## src/rtl/dram_responder.sv

```systemverilog
// DRAM command-protocol responder: tracks per-bank state and timing, rejects illegal
// commands with a coded violation, and replays read/write data-beat timing.
module dram_responder #(
    parameter int BG_WIDTH     = 2,
    parameter int BANK_WIDTH   = 2,
    parameter int ROW_WIDTH    = 15,
    parameter int COLUMN_WIDTH = 10,
    parameter int T_RCD        = 24,
    parameter int T_RP         = 24,
    parameter int T_CAS        = 24,
    parameter int T_BURST      = 4,
    parameter int T_CCD_L      = 8,
    parameter int T_CCD_S      = 4,
    parameter int T_RRD_L      = 6,
    parameter int T_RRD_S      = 4,
    parameter int T_RFC        = 350
) (
    input  logic                                  clk,
    input  logic                                  rst,
    input  logic                                  cmd_valid,
    input  logic [2:0]                            cmd_op,
    input  logic [BG_WIDTH-1:0]                   cmd_bg,
    input  logic [BANK_WIDTH-1:0]                 cmd_bank,
    input  logic [ROW_WIDTH-1:0]                  cmd_row,
    input  logic [COLUMN_WIDTH-1:0]               cmd_col,
    output logic                                  rd_valid,
    output logic [BG_WIDTH-1:0]                   rd_bg,
    output logic [BANK_WIDTH-1:0]                 rd_bank,
    output logic [COLUMN_WIDTH-1:0]               rd_col,
    output logic [1:0]                            rd_beat,
    output logic                                  wr_req,
    output logic [1:0]                            wr_beat,
    output logic [2**(BG_WIDTH+BANK_WIDTH)-1:0]   bank_open,
    output logic                                  refreshing,
    output logic                                  viol,
    output logic [2:0]                            viol_code,
    output logic [15:0]                           viol_count
);
    localparam int BIDX  = BG_WIDTH + BANK_WIDTH;
    localparam int NB    = 2**BIDX;
    localparam int NG    = 2**BG_WIDTH;
    // Stage k holds a command accepted k+1 cycles ago; together with the accepting
    // cycle this spans T_CAS+T_BURST cycles of tag history.
    localparam int DEPTH = T_CAS + T_BURST - 1;

    // Counters load T-1 so that a value of 0 is first seen exactly T cycles after acceptance.
    localparam logic [9:0]  RCD_LOAD   = 10'(T_RCD   > 0 ? T_RCD   - 1 : 0);
    localparam logic [9:0]  RP_LOAD    = 10'(T_RP    > 0 ? T_RP    - 1 : 0);
    localparam logic [9:0]  CCDL_LOAD  = 10'(T_CCD_L > 0 ? T_CCD_L - 1 : 0);
    localparam logic [9:0]  CCDS_LOAD  = 10'(T_CCD_S > 0 ? T_CCD_S - 1 : 0);
    localparam logic [9:0]  RRDL_LOAD  = 10'(T_RRD_L > 0 ? T_RRD_L - 1 : 0);
    localparam logic [9:0]  RRDS_LOAD  = 10'(T_RRD_S > 0 ? T_RRD_S - 1 : 0);
    localparam logic [15:0] RFC_LOAD   = 16'(T_RFC   > 0 ? T_RFC   - 1 : 0);

    localparam logic [2:0] OP_RD = 3'd0, OP_WR = 3'd1, OP_ACT = 3'd2, OP_PRE = 3'd3, OP_REF = 3'd4;

    typedef enum logic { G_RUN, G_REFRESH } gstate_t;
    typedef enum logic { B_CLOSED, B_OPEN } bstate_t;

    typedef struct packed {
        logic                    valid;
        logic                    is_rd;
        logic [BG_WIDTH-1:0]     bg;
        logic [BANK_WIDTH-1:0]   bank;
        logic [COLUMN_WIDTH-1:0] col;
    } entry_t;

    gstate_t                g_state, g_next;
    bstate_t                bank_state [NB];
    bstate_t                bank_next  [NB];
    logic [9:0]             ready_cnt  [NB];
    logic [ROW_WIDTH-1:0]   open_row   [NB];
    logic [9:0]             rrd_l_cnt  [NG];
    logic [9:0]             rrd_s_cnt  [NG];
    logic [9:0]             ccd_l_cnt  [NG];
    logic [9:0]             ccd_s_cnt  [NG];
    logic [15:0]            rfc_cnt;
    entry_t                 pipe       [DEPTH];
    entry_t                 new_entry;

    logic [BIDX-1:0] idx;
    logic            any_open, any_busy, rrd_block, ccd_block;
    logic [2:0]      reject_code;
    logic            accept, reject, is_rdwr;

    function automatic logic [9:0] dec10(input logic [9:0] v);
        return (v == 10'd0) ? v : v - 10'd1;
    endfunction

    assign idx     = {cmd_bg, cmd_bank};
    assign is_rdwr = (cmd_op == OP_RD) || (cmd_op == OP_WR);

    // NOTE: every variable written in an always_comb gets a default first, so no path
    // leaves it unassigned and no latch is inferred.
    always_comb begin
        any_open  = 1'b0;
        any_busy  = 1'b0;
        rrd_block = rrd_l_cnt[cmd_bg] != 10'd0;
        ccd_block = ccd_l_cnt[cmd_bg] != 10'd0;
        for (int b = 0; b < NB; b++) begin
            any_open |= (bank_state[b] == B_OPEN);
            any_busy |= (ready_cnt[b] != 10'd0);
        end
        for (int g = 0; g < NG; g++) begin
            if (BG_WIDTH'(g) != cmd_bg) begin
                rrd_block |= (rrd_s_cnt[g] != 10'd0);
                ccd_block |= (ccd_s_cnt[g] != 10'd0);
            end
        end
    end

    // First matching rejection reason wins; 0 means the command is legal.
    always_comb begin
        reject_code = 3'd0;
        if (cmd_valid) begin
            if (cmd_op > OP_REF)                            reject_code = 3'd1;
            else if (g_state == G_REFRESH)                  reject_code = 3'd2;
            else if (cmd_op == OP_REF) begin
                if (any_open)                               reject_code = 3'd3;
                else if (any_busy)                          reject_code = 3'd4;
            end else if (cmd_op == OP_ACT) begin
                if (bank_state[idx] == B_OPEN)              reject_code = 3'd3;
                else if (ready_cnt[idx] != 10'd0)           reject_code = 3'd4;
                else if (rrd_block)                         reject_code = 3'd5;
            end else begin
                if (bank_state[idx] == B_CLOSED)            reject_code = 3'd3;
                else if (ready_cnt[idx] != 10'd0)           reject_code = 3'd4;
                else if (is_rdwr && ccd_block)              reject_code = 3'd6;
            end
        end
    end

    assign accept = cmd_valid && (reject_code == 3'd0);
    assign reject = cmd_valid && (reject_code != 3'd0);

    always_comb begin
        g_next = g_state;
        case (g_state)
            G_RUN:     if (accept && cmd_op == OP_REF && RFC_LOAD != 16'd0) g_next = G_REFRESH;
            G_REFRESH: if (rfc_cnt <= 16'd1) g_next = G_RUN;
            default:   g_next = G_RUN;
        endcase
        for (int b = 0; b < NB; b++) bank_next[b] = bank_state[b];
        if (accept && cmd_op == OP_ACT) bank_next[idx] = B_OPEN;
        if (accept && cmd_op == OP_PRE) bank_next[idx] = B_CLOSED;
    end

    always_comb begin
        new_entry       = '0;
        new_entry.valid = accept && is_rdwr;
        new_entry.is_rd = cmd_op == OP_RD;
        new_entry.bg    = cmd_bg;
        new_entry.bank  = cmd_bank;
        new_entry.col   = cmd_col;
    end

    // NOTE: sequential state uses non-blocking assignments so every register samples
    // pre-edge values; a later assignment in the same block overrides an earlier one.
    always_ff @(posedge clk) begin
        if (rst) begin
            g_state    <= G_RUN;
            rfc_cnt    <= '0;
            viol       <= 1'b0;
            viol_code  <= 3'd0;
            viol_count <= 16'd0;
            for (int b = 0; b < NB; b++) begin
                bank_state[b] <= B_CLOSED;
                ready_cnt[b]  <= '0;
            end
            for (int g = 0; g < NG; g++) begin
                rrd_l_cnt[g] <= '0;
                rrd_s_cnt[g] <= '0;
                ccd_l_cnt[g] <= '0;
                ccd_s_cnt[g] <= '0;
            end
            for (int i = 0; i < DEPTH; i++) pipe[i] <= '0;
        end else begin
            g_state <= g_next;
            rfc_cnt <= (rfc_cnt == 16'd0) ? rfc_cnt : rfc_cnt - 16'd1;
            if (accept && cmd_op == OP_REF) rfc_cnt <= RFC_LOAD;

            for (int b = 0; b < NB; b++) begin
                bank_state[b] <= bank_next[b];
                ready_cnt[b]  <= dec10(ready_cnt[b]);
            end
            if (accept && cmd_op == OP_ACT) ready_cnt[idx] <= RCD_LOAD;
            if (accept && cmd_op == OP_PRE) ready_cnt[idx] <= RP_LOAD;

            for (int g = 0; g < NG; g++) begin
                rrd_l_cnt[g] <= dec10(rrd_l_cnt[g]);
                rrd_s_cnt[g] <= dec10(rrd_s_cnt[g]);
                ccd_l_cnt[g] <= dec10(ccd_l_cnt[g]);
                ccd_s_cnt[g] <= dec10(ccd_s_cnt[g]);
            end
            if (accept && cmd_op == OP_ACT) begin
                rrd_l_cnt[cmd_bg] <= RRDL_LOAD;
                rrd_s_cnt[cmd_bg] <= RRDS_LOAD;
            end
            if (accept && is_rdwr) begin
                ccd_l_cnt[cmd_bg] <= CCDL_LOAD;
                ccd_s_cnt[cmd_bg] <= CCDS_LOAD;
            end

            pipe[0] <= new_entry;
            for (int i = 1; i < DEPTH; i++) pipe[i] <= pipe[i-1];

            viol <= reject;
            if (reject) begin
                viol_code <= reject_code;
                if (viol_count != 16'hFFFF) viol_count <= viol_count + 16'd1;
            end
        end
    end

    // NOTE: the open-row storage is pure data whose contents are never consulted while a
    // bank is closed, so it carries no reset.
    always_ff @(posedge clk) begin
        if (accept && cmd_op == OP_ACT) open_row[idx] <= cmd_row;
    end

    // Burst spacing (T_CCD_S >= T_BURST) guarantees at most one window stage is live.
    always_comb begin
        rd_valid = 1'b0;
        rd_bg    = '0;
        rd_bank  = '0;
        rd_col   = '0;
        rd_beat  = 2'd0;
        wr_req   = 1'b0;
        wr_beat  = 2'd0;
        for (int b = 0; b < T_BURST; b++) begin
            if (pipe[T_CAS-1+b].valid && pipe[T_CAS-1+b].is_rd) begin
                rd_valid = 1'b1;
                rd_bg    = pipe[T_CAS-1+b].bg;
                rd_bank  = pipe[T_CAS-1+b].bank;
                rd_col   = pipe[T_CAS-1+b].col;
                rd_beat  = 2'(b);
            end
            if (pipe[T_CAS-1+b].valid && !pipe[T_CAS-1+b].is_rd) begin
                wr_req  = 1'b1;
                wr_beat = 2'(b);
            end
        end
    end

    always_comb begin
        bank_open = '0;
        for (int b = 0; b < NB; b++) bank_open[b] = (bank_state[b] == B_OPEN);
    end

    assign refreshing = (g_state == G_REFRESH);

endmodule
```

## config.mk

```make
export PLATFORM = sky130hd
export DESIGN_NAME = dram_responder
export DESIGN_NICKNAME = d
export VERILOG_FILES = /design/src/rtl/dram_responder.sv
export SDC_FILE = /design/constraint.sdc
export NUM_CORES = 1
export LEC_CHECK = 0
export ABC_AREA = 1
export BUFFER_PORTS_ARGS = -buffer_cell sky130_fd_sc_hd__buf_2
export CORE_MARGIN = 2
export CORE_UTILIZATION = 45
export CTS_CLUSTER_DIAMETER = 120
export DETAILED_ROUTE_END_ITERATION = 8
export PLACE_DENSITY = 0.69
export SETUP_SLACK_MARGIN = 0.05
export SYNTH_ARGS = -nofsm -noshare
export SYNTH_HDL_FRONTEND = slang
export SYNTH_SLANG_ARGS = --single-unit
```

## constraint.sdc

```tcl
create_clock -name clk -period 3.8 [get_ports clk]
set_input_delay 0.19 -clock clk [delete_from_list [all_inputs] [get_ports clk]]
set_output_delay 0.19 -clock clk [all_outputs]
set_load 0.01 [all_outputs]
```

==> key figures, run 1 <==
STA
  – RSZ-0062 raised after global routing: no
  – Setup Skew: 0.0348 ns
  – Final Cycle Share: 89.5%
  – Fin Setup TNS: 0 ns
  – Max-slew violations: 0
  – Fmax: 294 MHz
  – Worst Setup Slack, final: 0.400 ns
  – Final setup fails: 0
  – Max transition margin: 37.3%
  – Crit path time final: 3.40 ns
  – Slew @ Worst Pin: 0.939 ns
  – Final hold vios: 0
  – Minimum hold slack: 0.129 ns

Synth
  – Synth top area cells: dfxtp_1, nor2_1, inv_1, nand2_1, xor2_1
  – Xor/xnor cell area share of the yosys netlist: 4.64%
  – Yosys reg bits: 805
  – Top FF cell, synth: dfxtp_1
  – Main combinational cell family by area after synthesis: simple AND/OR/NAND/NOR gates
  – Cell count after synthesis: 4290
  – Post-Syn Nets: 4369
  – EDFF count, synth: 0
  – Yosys cell types: 47
  – Mux contribution to synthesized area: 0%
  – Post-Synth Simple-Gate Area: 25.4%
  – Synth warn: 0
  – Synthesized area per cell: 7.48 sq um
  – Register area share after synthesis: 50.2%
  – Area share of the largest cell type after synthesis: 50.2%
  – Most numerous cell in the Yosys netlist: nor2_1
  – Adder-Cell Fraction of Synth Area: 1.72%
  – Asr flop ratio synth: 0%
  – Mapped cell area: 32100 sq um
  – Compound-Gate Fraction of Synth Area: 7.43%
  – Top post-synthesis cells by count: nor2_1, dfxtp_1, inv_1, nand2_1, nand3_1
  – Cell taking the most area after synthesis: dfxtp_1

Placement
  – Routability Congestion: 0.872
  – Number of port buffers: 76
  – Pre-CTS setup slack: 0.284 ns
  – Hpwl dp: 41000 um

Final layout
  – Util after Layout: 51.8%
  – Fin nets: 4470
  – Area growth syn-to-layout: 13.5%
  – Share of layout cells above drive strength 1: 7.11%
  – Ant diodes: 0
  – Filler Cells Inserted: 6686

Job
  – Max cap viols: 0

CTS
  – Clk_lat worst skew: 0.65 ns
  – Max Root-Sink Buffers: 3
  – H-tree depth: 3
  – CTS tree: done
  – Num CTS Buffers: 83
  – Root Buffer Master: clkbuf_16
  – Clock Sink Count: 805
  – Worst-path clk slew: 0.06 ns

Power and ir drop
  – Maximum VDD drop: 387 uV
  – Total power: 28.4 mW
  – Leak: 15.7 nW
  – Power Density: 781 nW/um^2

Worst setup path
  – Critical Path, Cell by Cell: inv_1 > nand2_1 > nor2_1 > nand4_1 > nor4_1 > nand4_1 > nand3_1 > a21oi_2 > a21oi_4 > nand3_2 > inv_2 > nand3_2 > nand2_1 > buf_4 > nor2_1
  – Crit path largest cell delay: 0.62 ns
  – Crit end category: flip-flop
  – Critical path launch point: ready_cnt[0][4]
  – Critical path class: flip-flop to flip-flop
  – Critical path arrival: 3.93 ns
  – Worst r2r src: ready_cnt[0][4]
  – Worst Path Required: 4.33 ns
  – Crit path launch type: flip-flop
  – CP max stage cell: nor4_1
  – Largest fanout on the critical path: 15

Detailed routing
  – WL/cell: 11.4 um
  – Initial DRC count: 1575
  – Vias: 24900
  – Residual DRC: 0
  – Initial DRT Pass Iterations: 5
  – Vias/cell: 4.61
  – Post-DRT Antenna Nets: 0
  – Final WL: 61600 um

Floorplan
  – Initial Util: 45.7%
  – # rows: 97
  – IO Pins: 92
  – Die width: 271 um
  – Die area: 73400 sq um
  – Chip Height: 271 um
  – Core Area: 70300 sq um

Hold path
  – Min-delay src: cmd_op[1]
  – Min-Delay Path Class: input port to flip-flop

Global route
  – First-pass GRT wire length: 105000 um
  – Vias in the first global route: 22700
  – Largest net degree at the start of global routing: 205
  – Total track usage: 16.8%
  – GRT overflow: 0
  – Antenna violations before repair: 1

Run status
  – Status: finished clean
through the flow:
step	std cells	instance area [sq um]
finish	5399	36400
global route	5399	36400
CTS	5399	36400
detailed placement	5224	33400
global placement	5224	33400
floorplan	4290	32100
area by class of cell:
cell class / instances / area [sq um] / share of cell area (%)
multi-input combinational: 2613 / 12600 / 34.5
inverter: 748 / 2810 / 7.71
tap: 940 / 1180 / 3.23
clock inverter: 39 / 473 / 1.30
timing repair buffer: 140 / 963 / 2.65
sequential: 805 / 16100 / 44.2
clock buffer: 114 / 2300 / 6.32
what timing repair did:
item / 4_1_cts / 5_1_grt
endpoints found under the hold margin: 49 / 0
buffers inserted: 0 / 0
endpoints found under the setup margin: 0 / 12
hold buffers: 22 / 0
gates resized for setup: 0 / 3
state kept, by name, summed over array words and instances (netlist names):
register / count
pipe: 432
ready_cnt: 160
ccd_l_cnt: 40
ccd_s_cnt: 40
rrd_l_cnt: 40
rrd_s_cnt: 40
bank_state: 16
rfc_cnt: 16
viol_count: 16
viol_code: 3
refreshing: 1
viol: 1
metal layers:
| metal | share of wire (%) | track usage [%] |
|---|---|---|
| met1 | 48 | 22.0 |
| met2 | 45 | 27.7 |
| met3 | 4.8 | 3.43 |
| met4 | 2.2 | 5.34 |
| met5 | 0.019 | 0 |
cells by family (layout without fill, tap and decap cells):
logic type,after synthesis,after routing
fa+ha+maj,44,44
simple gates,1974,1974
buf+inv,872,1041
xor+xnor,170,170
compound gates,425,425
flops,805,805
layout by cell type, fill, tap and decap left out, types with 10 or more instances in the layout:
| master | Yosys | layout |
|---|---|---|
| nor2_1 | 1001 | 1001 |
| dfxtp_1 | 805 | 805 |
| inv_1 | 740 | 739 |
| nand2_1 | 576 | 576 |
| nand3_1 | 204 | 204 |
| a21oi_1 | 168 | 168 |
| o21ai_0 | 158 | 158 |
| xor2_1 | 119 | 119 |
| clkbuf_16 | 0 | 83 |
| buf_2 | 18 | 75 |
| nor3_1 | 69 | 69 |
| xnor2_1 | 51 | 51 |
| ha_1 | 44 | 44 |
| buf_4 | 22 | 39 |
| nand4_1 | 38 | 38 |
| nor4_1 | 29 | 29 |
| or2_2 | 22 | 22 |
| dlygate4sd3_1 | 0 | 22 |
| o21ai_1 | 21 | 21 |
| clkbuf_1 | 67 | 20 |
| o211ai_1 | 16 | 16 |
| a31oi_1 | 15 | 15 |
| clkinv_2 | 0 | 15 |
| nand3b_1 | 13 | 13 |
| o21bai_2 | 10 | 11 |
| clkbuf_8 | 0 | 11 |
| clkinvlp_4 | 0 | 10 |
critical path: cells and delay by family (launching register included):
kind / cells / cell delay (ns)
simple gates: 10 / 2.16
compound gates: 2 / 0.28
flops: 1 / 0.33
buf+inv: 3 / 0.54
final timing paths:
path         slack, ns  cells past startpoint              end
max               0.40                     15  ccd_s_cnt[1][8]
min reg2reg       0.38                      2      pipe[11][8]
max reg2reg       0.40                     15  ccd_s_cnt[1][8]
min               0.13                      6      pipe[0][15]
where the power goes:
part | switching [mW] | internal (mW) | leakage, nW
Clock | 3.42 | 4.66 | 1.33
Combinational | 5.58 | 3.68 | 7.81
Sequential | 1.19 | 9.92 | 6.56
Total | 10.2 | 18.3 | 15.7
No activity file was read; power rests on OpenSTA's default activity.
==> inputs of run 2 (changes only) <==
--- a/config.mk
+++ b/config.mk
@@ -8,10 +8,10 @@
 export ABC_AREA = 1
 export BUFFER_PORTS_ARGS = -buffer_cell sky130_fd_sc_hd__buf_2
 export CORE_MARGIN = 2
-export CORE_UTILIZATION = 45
+export CORE_UTILIZATION = 62
 export CTS_CLUSTER_DIAMETER = 120
 export DETAILED_ROUTE_END_ITERATION = 8
-export PLACE_DENSITY = 0.69
+export PLACE_DENSITY = 0.87
 export SETUP_SLACK_MARGIN = 0.05
 export SYNTH_ARGS = -nofsm -noshare
 export SYNTH_HDL_FRONTEND = slang
==> run 2 against run 1 <==
  * Combinational power rose by 2%
  * Register-to-register slack got worse by 0.08 ns
  * Maximum frequency fell by 2.4%
  * Hold slack got worse by 0.084 ns
  * Final area fell by 1.6%
==> key figures, run 2 (synthesized netlist as in run 1, its figures left out) <==
Run status
  – Status: finished clean

Floorplan
  – Core Area: 51200 sq um
  – Chip Height: 231 um
  – Die width: 231 um
  – IO Pins: 92
  – Initial Util: 62.7%
  – # rows: 83
  – Die area: 53600 sq um

CTS
  – Root Buffer Master: clkbuf_16
  – Num CTS Buffers: 79
  – Clk_lat worst skew: 0.63 ns
  – Clock Sink Count: 805
  – Worst-path clk slew: 0.06 ns
  – H-tree depth: 3
  – CTS tree: done
  – Max Root-Sink Buffers: 3

Global route
  – Vias in the first global route: 24300
  – First-pass GRT wire length: 108000 um
  – GRT overflow: 0
  – Antenna violations before repair: 2
  – Largest net degree at the start of global routing: 271
  – Total track usage: 23.8%

Detailed routing
  – WL/cell: 12.5 um
  – Initial DRC count: 1989
  – Post-DRT Antenna Nets: 0
  – Residual DRC: 0
  – Initial DRT Pass Iterations: 6
  – Final WL: 63800 um
  – Vias/cell: 5.08
  – Vias: 26000

Power and ir drop
  – Leak: 15.6 nW
  – Switching Fraction: 36.1%
  – Maximum VDD drop: 582 uV
  – Sequential Power Share: 39.4%
  – Internal: 18.0 mW
  – NetSw: 10.2 mW
  – Power Density: 788 nW/um^2
  – Clock share of power: 27.2%
  – Logic pwr share: 33.4%

Worst setup path
  – Critical path class: flip-flop to flip-flop
  – Crit path largest cell delay: 0.34 ns
  – Crit end category: flip-flop
  – CP most frequent cell: nand2_1
  – Crit path launch type: flip-flop
  – Worst Path Required: 4.29 ns
  – CP max stage cell: dfxtp_1
  – Critical path arrival: 3.97 ns
  – Largest fanout on the critical path: 15
  – Critical Path, Cell by Cell: inv_1 > ha_1 > inv_1 > nor4_1 > nand2_1 > nand2_1 > nand2_1 > nor2_1 > nand2_1 > nand3b_1 > nand2_1 > nand2_1 > nand2_1 > a21oi_2 > a21oi_4 > nand3_2 > inv_2 > nand3_2 > nand2_2 > a21oi_1

Final layout
  – Most common cell after layout, fill and taps aside: nor2_1
  – Area growth syn-to-layout: 11.7%
  – Largest register FFs: 432
  – Commonest non-fill, non-tap cells in the layout: nor2_1, dfxtp_1, inv_1, nand2_1, nand3_1
  – Share of layout cells above drive strength 1: 6.99%
  – Largest registers: pipe x432, ready_cnt x160
  – Fin nets: 4457
  – Top reg by flops: pipe
  – Cell area after layout: 35800 sq um

STA
  – Minimum hold slack: 0.0445 ns
  – RSZ-0062 raised after global routing: no
  – Final Cycle Share: 91.7%
  – Crit path time final: 3.48 ns
  – Slew @ Worst Pin: 1.11 ns
  – Max transition margin: 26.3%
  – Max-slew violations: 0
  – Final setup fails: 0
  – Final hold vios: 0
  – Setup Skew: 0.0264 ns
  – Fin Setup TNS: 0 ns
  – Worst Setup Slack, final: 0.316 ns
  – Fmax: 287 MHz

Hold path
  – Min-Delay Path Class: input port to flip-flop

Job
  – Max cap viols: 0

Placement
  – Routability Congestion: 0.930
  – Pre-CTS setup slack: 0.251 ns
  – Placed Area: 33100 sq um
  – Hpwl dp: 40400 um
  – Number of port buffers: 76
[run 2: cell count changes in the layout (fill, tap and decap cells not counted), sizes merged]
cell / previous run / this run
clkinv: 22 / 13
clkinvlp: 10 / 5
dlygate4sd3: 22 / 17
buf: 118 / 114
bufinv: 5 / 3
diode: 0 / 2
inv: 750 / 752
clkbuf: 114 / 113
[run 2: cell type report]
| type | instances | area (sq um) |
|---|---|---|
| inverters | 748 | 2810 |
| diodes | 2 | 5.00 |
| clock inverters | 25 | 277 |
| clock buffers | 113 | 2300 |
| flip-flops and latches | 805 | 16100 |
| multi-input cells | 2613 | 12600 |
| fillers | 3821 | 15400 |
| well taps | 680 | 851 |
| repair buffers | 131 | 883 |
[run 2: critical path, delay by kind of cell, from the launching register on]
| kind | cells | cell delay [ns] |
|---|---|---|
| fa+ha+maj | 1 | 0.16 |
| buf+inv | 3 | 0.33 |
| compound gates | 3 | 0.35 |
| simple gates | 13 | 2.18 |
| flops | 1 | 0.34 |
[run 2: worst paths after layout]
kind	startpoint	endpoint	slack, ns	cells past startpoint
setup / recovery	rrd_s_cnt[2][0]	ccd_s_cnt[0][3]	0.32	20
hold / removal	rst	pipe[8][13]	0.04	2
setup reg to reg	rrd_s_cnt[2][0]	ccd_s_cnt[0][3]	0.32	20
hold reg to reg	pipe[14][8]	pipe[15][8]	0.39	2
[run 2: metal layers]
| layer | wire length (um) | up-vias | GRT usage [%] |
|---|---|---|---|
| met2 | 30700 | 727 | 41.6 |
| met1 | 26700 | 11800 | 28.5 |
| met4 | 2320 | 0 | 9.29 |
| met5 | 0 | - | 0 |
| li1 | - | 13300 | - |
| met3 | 3980 | 208 | 4.88 |
[run 2: metrics by stage]
step	utilization, %	total power [mW]	std cells
floorplan	-	18.5	4290
global placement	64.6	20.0	4960
detailed placement	64.6	20.4	4960
CTS	69.9	28.3	5115
global route	70.0	30.4	5117
finish	70.0	28.2	5117
[run 2: timing repair]
item / 4_1_cts / 5_1_grt
setup endpoints to repair: 0 / 41
endpoints found under the hold margin: 17 / 0
hold buffers: 17 / 0
buffers inserted: 0 / 0
resized for setup: 0 / 7
[run 2: power by group through the flow]
stage | sequential [mW] | clock (mW) | combinational [mW]
finish | 11.1 | 7.69 | 9.42
global route | 11.3 | 8.19 | 10.8
CTS | 11.1 | 7.84 | 9.36
detailed placement | 11.2 | 0 | 9.16
global placement | 11.2 | 0 | 8.80
floorplan | 11.0 | 0 | 7.56
